**src/rtl/imm_ext_stage.sv**
```systemverilog
// Registered immediate-generation stage: extends/shifts a raw immediate, computes the
// PC-relative branch target, and holds results in a 2-entry FIFO with flush.
module imm_ext_stage #(
  parameter int DATA_W  = 32,
  parameter int IMM_W   = 16,
  parameter int LUI_POS = 16,
  parameter int SHIFT   = 2,
  parameter int PC_INC  = 4
) (
  input  logic              clk,
  input  logic              reset,
  input  logic              flush,
  input  logic              in_valid,
  output logic              in_ready,
  input  logic [IMM_W-1:0]  imm,
  input  logic [2:0]        mode,
  input  logic [DATA_W-1:0] pc,
  output logic              out_valid,
  input  logic              out_ready,
  output logic [DATA_W-1:0] out_imm,
  output logic [DATA_W-1:0] out_target,
  output logic              out_err
);

  localparam logic [2:0] MODE_ZERO     = 3'd0;
  localparam logic [2:0] MODE_SIGN     = 3'd1;
  localparam logic [2:0] MODE_LUI      = 3'd2;
  localparam logic [2:0] MODE_SIGN_SHL = 3'd3;
  localparam logic [2:0] MODE_ZERO_SHL = 3'd4;

  // Entry layout: {err, target, imm_result}
  localparam int ENT_W = 2 * DATA_W + 1;

  function automatic logic [DATA_W-1:0] sext(input logic [IMM_W-1:0] v);
    return {{(DATA_W - IMM_W){v[IMM_W-1]}}, v};
  endfunction

  function automatic logic [DATA_W-1:0] zext(input logic [IMM_W-1:0] v);
    return {{(DATA_W - IMM_W){1'b0}}, v};
  endfunction

  logic [DATA_W-1:0] new_imm_s;
  logic [DATA_W-1:0] new_tgt_s;
  logic              new_err_s;
  logic [ENT_W-1:0]  new_ent_s;
  logic              push_s;
  logic              pop_s;

  logic [ENT_W-1:0]  head_q, head_d;
  logic [ENT_W-1:0]  tail_q, tail_d;
  logic [1:0]        count_q, count_d;
  logic              in_ready_q, in_ready_d;
  logic              out_valid_q, out_valid_d;

  // Result computation for the entry offered this cycle
  always_comb begin
    new_err_s = 1'b0;
    new_tgt_s = pc + DATA_W'(PC_INC) + (sext(imm) << SHIFT);
    case (mode)
      MODE_ZERO:     new_imm_s = zext(imm);
      MODE_SIGN:     new_imm_s = sext(imm);
      MODE_LUI:      new_imm_s = sext(imm) << LUI_POS;
      MODE_SIGN_SHL: new_imm_s = sext(imm) << SHIFT;
      MODE_ZERO_SHL: new_imm_s = zext(imm) << SHIFT;
      default: begin
        new_imm_s = '0;
        new_err_s = 1'b1;
      end
    endcase
    new_ent_s = {new_err_s, new_tgt_s, new_imm_s};
  end

  assign push_s = in_valid & in_ready_q & ~flush;
  assign pop_s  = out_valid_q & out_ready & ~flush;

  // FIFO next state; head slot is always the oldest entry and is zero when empty
  always_comb begin
    head_d  = head_q;
    tail_d  = tail_q;
    count_d = count_q;
    if (flush) begin
      head_d  = '0;
      tail_d  = '0;
      count_d = 2'd0;
    end else begin
      case ({push_s, pop_s})
        2'b10: begin
          if (count_q == 2'd0) begin
            head_d = new_ent_s;
          end else begin
            tail_d = new_ent_s;
          end
          count_d = count_q + 2'd1;
        end
        2'b01: begin
          head_d  = tail_q;
          tail_d  = '0;
          count_d = count_q - 2'd1;
        end
        2'b11: begin
          if (count_q == 2'd1) begin
            head_d = new_ent_s;
          end else begin
            head_d = tail_q;
            tail_d = new_ent_s;
          end
        end
        default: begin
          count_d = count_q;
        end
      endcase
    end
    in_ready_d  = (count_d < 2'd2);
    out_valid_d = (count_d != 2'd0);
  end

  // State registers with synchronous active-low reset
  always_ff @(posedge clk) begin
    if (!reset) begin
      head_q      <= '0;
      tail_q      <= '0;
      count_q     <= 2'd0;
      in_ready_q  <= 1'b1;
      out_valid_q <= 1'b0;
    end else begin
      head_q      <= head_d;
      tail_q      <= tail_d;
      count_q     <= count_d;
      in_ready_q  <= in_ready_d;
      out_valid_q <= out_valid_d;
    end
  end

  assign in_ready   = in_ready_q;
  assign out_valid  = out_valid_q;
  assign out_imm    = head_q[DATA_W-1:0];
  assign out_target = head_q[2*DATA_W-1:DATA_W];
  assign out_err    = head_q[ENT_W-1];

endmodule

```
**config.mk**
```make
export PLATFORM = sky130hd
export DESIGN_NAME = imm_ext_stage
export DESIGN_NICKNAME = d
export VERILOG_FILES = /design/src/rtl/imm_ext_stage.sv
export SDC_FILE = /design/constraint.sdc
export NUM_CORES = 1
export LEC_CHECK = 0
export BUFFER_PORTS_ARGS = -buffer_cell sky130_fd_sc_hd__buf_2
export CAP_MARGIN = 10
export CORE_UTILIZATION = 40
export CTS_CLUSTER_DIAMETER = 80
export DETAILED_ROUTE_END_ITERATION = 8
export SLEW_MARGIN = 20
export SYNTH_ARGS = -nofsm -noshare
export SYNTH_HDL_FRONTEND = slang
export SYNTH_SLANG_ARGS = --single-unit
export TNS_END_PERCENT = 10
```
**constraint.sdc**
```tcl
create_clock -name clk -period 3.5 [get_ports clk]
set_input_delay 0 -clock clk [delete_from_list [all_inputs] [get_ports clk]]
set_output_delay 0 -clock clk [all_outputs]
set_load 0.005 [all_outputs]
```
==> flow_metrics.env, run 1 <==
export IMPL_status="finished, final reports clean"
export IMPL_drt_pass1_iter_count=5
export IMPL_dieWidth_um=142.3
export IMPL_cts_buffers_inserted=17
export IMPL_arrival_ns=3.31
export IMPL_start_util_pct=41.41
export IMPL_cts_sinks=134
export IMPL_synth_most_common_cell="dfxtp_1"
export IMPL_start_kind="primary input"
export IMPL_vias=7787
export IMPL_grt_max_degree=95
export IMPL_synth_top_cells_by_count="dfxtp_1, nor2_1, nand2_1"
export IMPL_drt_met1_wl_um=11390
export IMPL_crit_required_ns=3.79
export IMPL_syn_area_um2=7876
export IMPL_yosysWarnings=0
export IMPL_critPathSlowestCell="dlygate4sd3_1"
export IMPL_fin_util_pct=49.20
export IMPL_final_hold_violation_count=0
export IMPL_synth_compound_area_share_pct=28.13
export IMPL_holdBufCountCts=6
export IMPL_worst_slew_pin_slew_ns=1.010
export IMPL_async_flop_share_pct=0
export IMPL_crit_path_frequent_cell="inv_1"
export IMPL_ios=123
export IMPL_yosys_area_share_simple_pct=19.25
export IMPL_cts_htree_levels=4
export IMPL_antenna_found_initial=0
export IMPL_p_per_area_nw_per_um2=490.2
export IMPL_min_path_type="primary input to register"
export IMPL_yosysTopAreaCellShare_pct=34.06
export IMPL_die_h_um=142.3
export IMPL_vdd_drop_max_uv=332.3
export IMPL_crit_family="compound AO/OA/AOI/OAI gates"
export IMPL_antenna_diode_count=0
export IMPL_period_share_pct=86.49
export IMPL_path_buf_inv=5
export IMPL_fin_skew_ns=0.008049
export IMPL_cts_root_buf="clkbuf_16"
export IMPL_nNetsFinal=1186
export IMPL_synth_flop_cell="dfxtp_1"
export IMPL_grt_first_pass_wirelength_um=37150
export IMPL_hpwl_um=16670
export IMPL_max_cap_violations=0
export IMPL_routed_top_layer="met4"
export IMPL_r2r_slack_ns=0.73
export IMPL_synth_xor_area_share_pct=2.669
export IMPL_rsz0062_at_grt="no"
export IMPL_slew_violations=0
export IMPL_drt_iter0_markers=615
export IMPL_yosysSeqAreaShare_pct=34.06
export IMPL_muxShareOfSynthArea_pct=0.6513
export IMPL_end_kind="register"
export IMPL_finalWirelength_um=23730
export IMPL_clk_pin_slew_ns=0.06
export IMPL_wl_per_cell_um=17.72
export IMPL_synth_edf_count=0
export IMPL_cts_tree="done"
export IMPL_dpl_cell_count=1301
export IMPL_leakage_uw=0.004000
export IMPL_synth_top_family_by_area="compound AO/OA/AOI/OAI gates"
export IMPL_clockBufferDepth=2
export IMPL_timing_fmax_mhz=330.4
export IMPL_r2r_start="in_ready"
export IMPL_synth_area_leaders="dfxtp_1, ha_1, nor2_1"
export IMPL_core_um2=19020
export IMPL_postSynthCellCount=980
export IMPL_synth_seq_cells=134
export IMPL_routed_via_density=5.816
export IMPL_fillers=1950
export IMPL_setup_viol=0
export IMPL_io_buffers=122
export IMPL_clock_latency_ns=0.42
export IMPL_cts_resized=0
export IMPL_placementRows=50
export IMPL_gp_congestion=0.9405
export IMPL_finalNonFillerCells=1339
export IMPL_synth_area_per_cell_um2=8.037
export IMPL_relSlewSlack_pct=32.66
export IMPL_drive_above_1_share_pct=17.42
export IMPL_synth_top_cell_by_area="dfxtp_1"
export IMPL_drc_errors=0
export IMPL_area_growth_pct=18.81
export IMPL_grt_ovfl_total=0
export IMPL_hp_start="flush"
export IMPL_route_met3_wl_um=1449
export IMPL_yosysUniqueCellTypes=64
export IMPL_crit_fanout=6
export IMPL_synthAdderAreaFrac_pct=10.26
export IMPL_max_stage_delay_ns=0.55
export IMPL_antenna_left=0
export IMPL_die_area_um2=20260
export IMPL_crit_start="imm[0]"
export IMPL_met2WireLength_um=10340
export IMPL_synth_fp_nets=1100
export IMPL_post_route_min_period_ns=3.027
export IMPL_critPathKind="primary input to register"
export IMPL_setup_tns_ns=0
export IMPL_postCtsSetupRepairBufs=0
export IMPL_grt_pass1_vias=6924
export IMPL_path_cells="dlygate4sd3_1, buf_2, inv_1, ha_1, inv_1, ha_1, inv_1, fa_1, nand2b_1, a21oi_2, o21ai_0, o21ai_2, a21oi_1, o221ai_1, a211oi_1"
export IMPL_grt_usage_pct=23.58
[through the flow]
stage | setup WS [ns] | power [µW] | hold slack, ns | area (µm²)
after floorplan | 1.242 | 2325 | 0.1519 | 7876
after global placement | 0.6539 | 2600 | 0.3033 | 8647
after detailed placement | 0.6253 | 2599 | 0.3043 | 8647
after CTS | 0.4908 | 4598 | 0.001797 | 9358
after global routing | 0.3196 | 4782 | 0.03743 | 9358
final | 0.4729 | 4587 | 0.02663 | 9358
[placed cells by master, fill, tap and decap left out, types with 5 or more instances in the layout]
| cell type | n |
|---|---|
| and3_1 | 5 |
| o21a_1 | 8 |
| bufinv_16 | 5 |
| buf_2 | 122 |
| dfxtp_1 | 134 |
| inv_1 | 16 |
| nand2b_1 | 6 |
| a221oi_1 | 49 |
| a22oi_1 | 51 |
| nor2_1 | 131 |
| ha_1 | 63 |
| nand2_1 | 74 |
| xor2_1 | 11 |
| xnor2_1 | 13 |
| a21oi_1 | 60 |
| buf_4 | 15 |
| o21ai_1 | 8 |
| nand4_1 | 11 |
| o211ai_1 | 8 |
| dlygate4sd3_1 | 6 |
| a211oi_1 | 5 |
| a21o_1 | 25 |
| clkbuf_16 | 17 |
| a31oi_1 | 6 |
| nand3_1 | 17 |
| nor3_1 | 54 |
| o21ai_0 | 65 |
| a22o_1 | 7 |
| or3_1 | 5 |
[power by group]
group	internal (µW)	switching (µW)
Sequential	1580	27.0
Clock	1270	724
Combinational	361	622
Total	3210	1370
[cell type report]
class,instances,area (µm²),share of cell area [%]
inverters,17,63.81,0.6819
repair buffers,144,803.3,8.584
flip-flops and latches,134,2683,28.67
clock inverters,14,221.5,2.367
multi-input cells,752,4832,51.64
well taps,260,325.3,3.476
clock buffers,18,429.2,4.586
[cell families after synthesis]
logic type / Yosys count
buf+inv: 94
simple gates: 333
mux: 5
xor+xnor: 24
fa+ha+maj: 64
flops: 134
compound gates: 326
[flip-flops by register name (all words and copies together) (netlist names)]
| signal | flops |
|---|---|
| head_q | 65 |
| tail_q | 65 |
| in_ready | 1 |
| out_valid | 1 |
| count_q | 2 |
[final timing paths]
kind	to	cells past startpoint
max	head_q[57]	15
min	count_q[0]	3
max reg2reg	tail_q[1]	10
min reg2reg	tail_q[52]	2
[tightest hold or removal path, cell delays in order]
cell      delay (ns)
buf_2           0.11
nand2b_4        0.21
a21oi_1         0.07
[routing by layer]
| layer | track usage (%) | up-vias |
|---|---|---|
| li1 | - | 3790 |
| met1 | 34.06 | 3683 |
| met2 | 34.83 | 277 |
| met3 | 3.466 | 37 |
| met4 | 9.564 | 0 |
| met5 | 0 | - |
No activity file was read; power rests on OpenSTA's default activity.
==> inputs of run 2 (changes only) <==
Settings changed: CTS_CLUSTER_SIZE set to 40.
Clock period 3.5 ns to 3.2 ns, I/O delays scaled along.
==> flow_metrics.env, run 2 (same netlist as run 1, synthesis figures left out) <==
export IMPL_grt_pass1_vias=6873
export IMPL_cts_tree="done"
export IMPL_relSlewSlack_pct=33.43
export IMPL_routed_via_density=5.739
export IMPL_drc_errors=0
export IMPL_cts_root_buf="clkbuf_16"
export IMPL_antenna_left=0
export IMPL_grt_ovfl_total=0
export IMPL_min_path_type="primary input to register"
export IMPL_worst_slew_pin_slew_ns=0.9986
export IMPL_hpwl_um=16430
export IMPL_final_common_cell="dfxtp_1"
export IMPL_die_h_um=142.3
export IMPL_drt_pass1_iter_count=5
export IMPL_r2r_start="out_valid"
export IMPL_ios=123
export IMPL_crit_fanout=5
export IMPL_reg_largest_list="head_q (65), tail_q (65), count_q (2)"
export IMPL_clock_latency_ns=0.43
export IMPL_grt_first_pass_wirelength_um=37180
export IMPL_vdd_drop_max_uv=349.3
export IMPL_setup_viol=0
export IMPL_multi_input_area_um2=4841
export IMPL_io_buffers=122
export IMPL_timing_fmax_mhz=335.2
export IMPL_register_area_um2=2683
export IMPL_period_share_pct=93.23
export IMPL_grt_max_degree=92
export IMPL_wl_per_cell_um=17.68
export IMPL_die_area_um2=20260
export IMPL_fillers=1918
export IMPL_clk_pin_slew_ns=0.06
export IMPL_rsz0062_at_grt="no"
export IMPL_leakage_uw=0.004037
export IMPL_status="finished, final reports clean"
export IMPL_cts_htree_levels=4
export IMPL_final_hold_violation_count=0
export IMPL_setup_tns_ns=0
export IMPL_hp_start="flush"
export IMPL_fin_skew_ns=0.01090
export IMPL_start_kind="primary input"
export IMPL_finalWirelength_um=23740
export IMPL_vias=7707
export IMPL_nNetsFinal=1191
export IMPL_slew_violations=0
export IMPL_p_per_area_nw_per_um2=536.8
export IMPL_gp_congestion=0.9062
export IMPL_antenna_diode_count=0
export IMPL_arrival_ns=3.31
export IMPL_mostFrequentLayoutCells="dfxtp_1, nor2_1, buf_2"
export IMPL_grt_usage_pct=23.68
export IMPL_end_kind="register"
export IMPL_critPathKind="primary input to register"
export IMPL_max_cap_violations=0
export IMPL_start_util_pct=41.41
export IMPL_clockBufferDepth=2
export IMPL_area_growth_pct=19.79
export IMPL_post_route_min_period_ns=2.983
export IMPL_core_um2=19020
export IMPL_placementRows=50
export IMPL_crit_start="imm[0]"
export IMPL_drive_above_1_share_pct=17.91
export IMPL_crit_required_ns=3.52
export IMPL_p_total_uw=5064
export IMPL_antenna_found_initial=0
export IMPL_dieWidth_um=142.3
export IMPL_cts_sinks=134
export IMPL_cts_buffers_inserted=17
export IMPL_drt_iter0_markers=669
[run 2: cell count changes in the layout (fill, tap and decap cells not counted)]
cell	before	now
bufinv_16	5	6
buf_4	15	19
buf_12	1	3
inv_6	3	1
inv_8	1	0
clkinv_2	2	1
o221ai_1	2	1
dlygate4sd3_1	6	5
clkbuf_1	1	2
o221ai_2	0	1
clkinv_4	1	2
nor2b_1	4	3
nor2b_2	0	1
[run 2: routing by layer]
layer	routed length (µm)	part of all wire (%)	GRT usage [%]
met3	1366	5.8	3.735
met2	10320	43	34.39
met4	629	2.6	9.847
met5	0	0	0
met1	11430	48	34.43
[run 2: final timing paths]
kind | endpoint | slack [ns] | cells past startpoint
min reg2reg | tail_q[52] | 0.44 | 2
max | head_q[59] | 0.22 | 15
max reg2reg | tail_q[20] | 0.58 | 8
min | head_q[1] | 0.04 | 3
[run 2: worst max-delay path, stage by stage]
cell and delay, ns:
dlygate4sd3_1 0.56, buf_2 0.15, inv_1 0.07, ha_1 0.20, inv_1 0.06, ha_1 0.18
inv_1 0.06, fa_1 0.40, nand2b_1 0.19, a21oi_2 0.18, o21ai_0 0.19, o21ai_2 0.35
a21oi_1 0.24, o21a_1 0.26, o311ai_2 0.24
[run 2: per-stage QoR]
| step | setup WS [ns] | instances | area [µm²] | util (%) | hold WS (ns) |
|---|---|---|---|---|---|
| after floorplan | 0.9419 | 980 | 7876 | - | 0.1519 |
| after global placement | 0.3658 | 1305 | 8705 | 45.77 | 0.3018 |
| after detailed placement | 0.3539 | 1305 | 8705 | 45.77 | 0.2986 |
| after CTS | 0.2054 | 1341 | 9414 | 49.50 | 0.02036 |
| after global routing | 0.06940 | 1343 | 9435 | 49.61 | 0.06291 |
| final | 0.2168 | 1343 | 9435 | 49.61 | 0.04325 |
[run 2: cell type report]
type                    count  share of cell area, %
multi-input cells         752                  51.31
well taps                 260                  3.448
clock buffers              19                  4.588
clock inverters            12                  2.400
flip-flops and latches    134                  28.43
repair buffers            149                  9.150
inverters                  17                 0.6763
[run 2: timing repair]
action,CTS,global route
endpoints found under the hold margin,10,0
gates resized for setup,0,1
setup endpoints to repair,0,2
hold buffers,5,0
buffers inserted,0,2
[run 2: report_power, final]
group / total (µW) / internal [µW] / switching, µW / leakage (µW)
logic: 1090 / 410 / 684 / 0.00264
clock network: 2210 / 1460 / 753 / 0.000314
registers: 1760 / 1730 / 30.9 / 0.00109
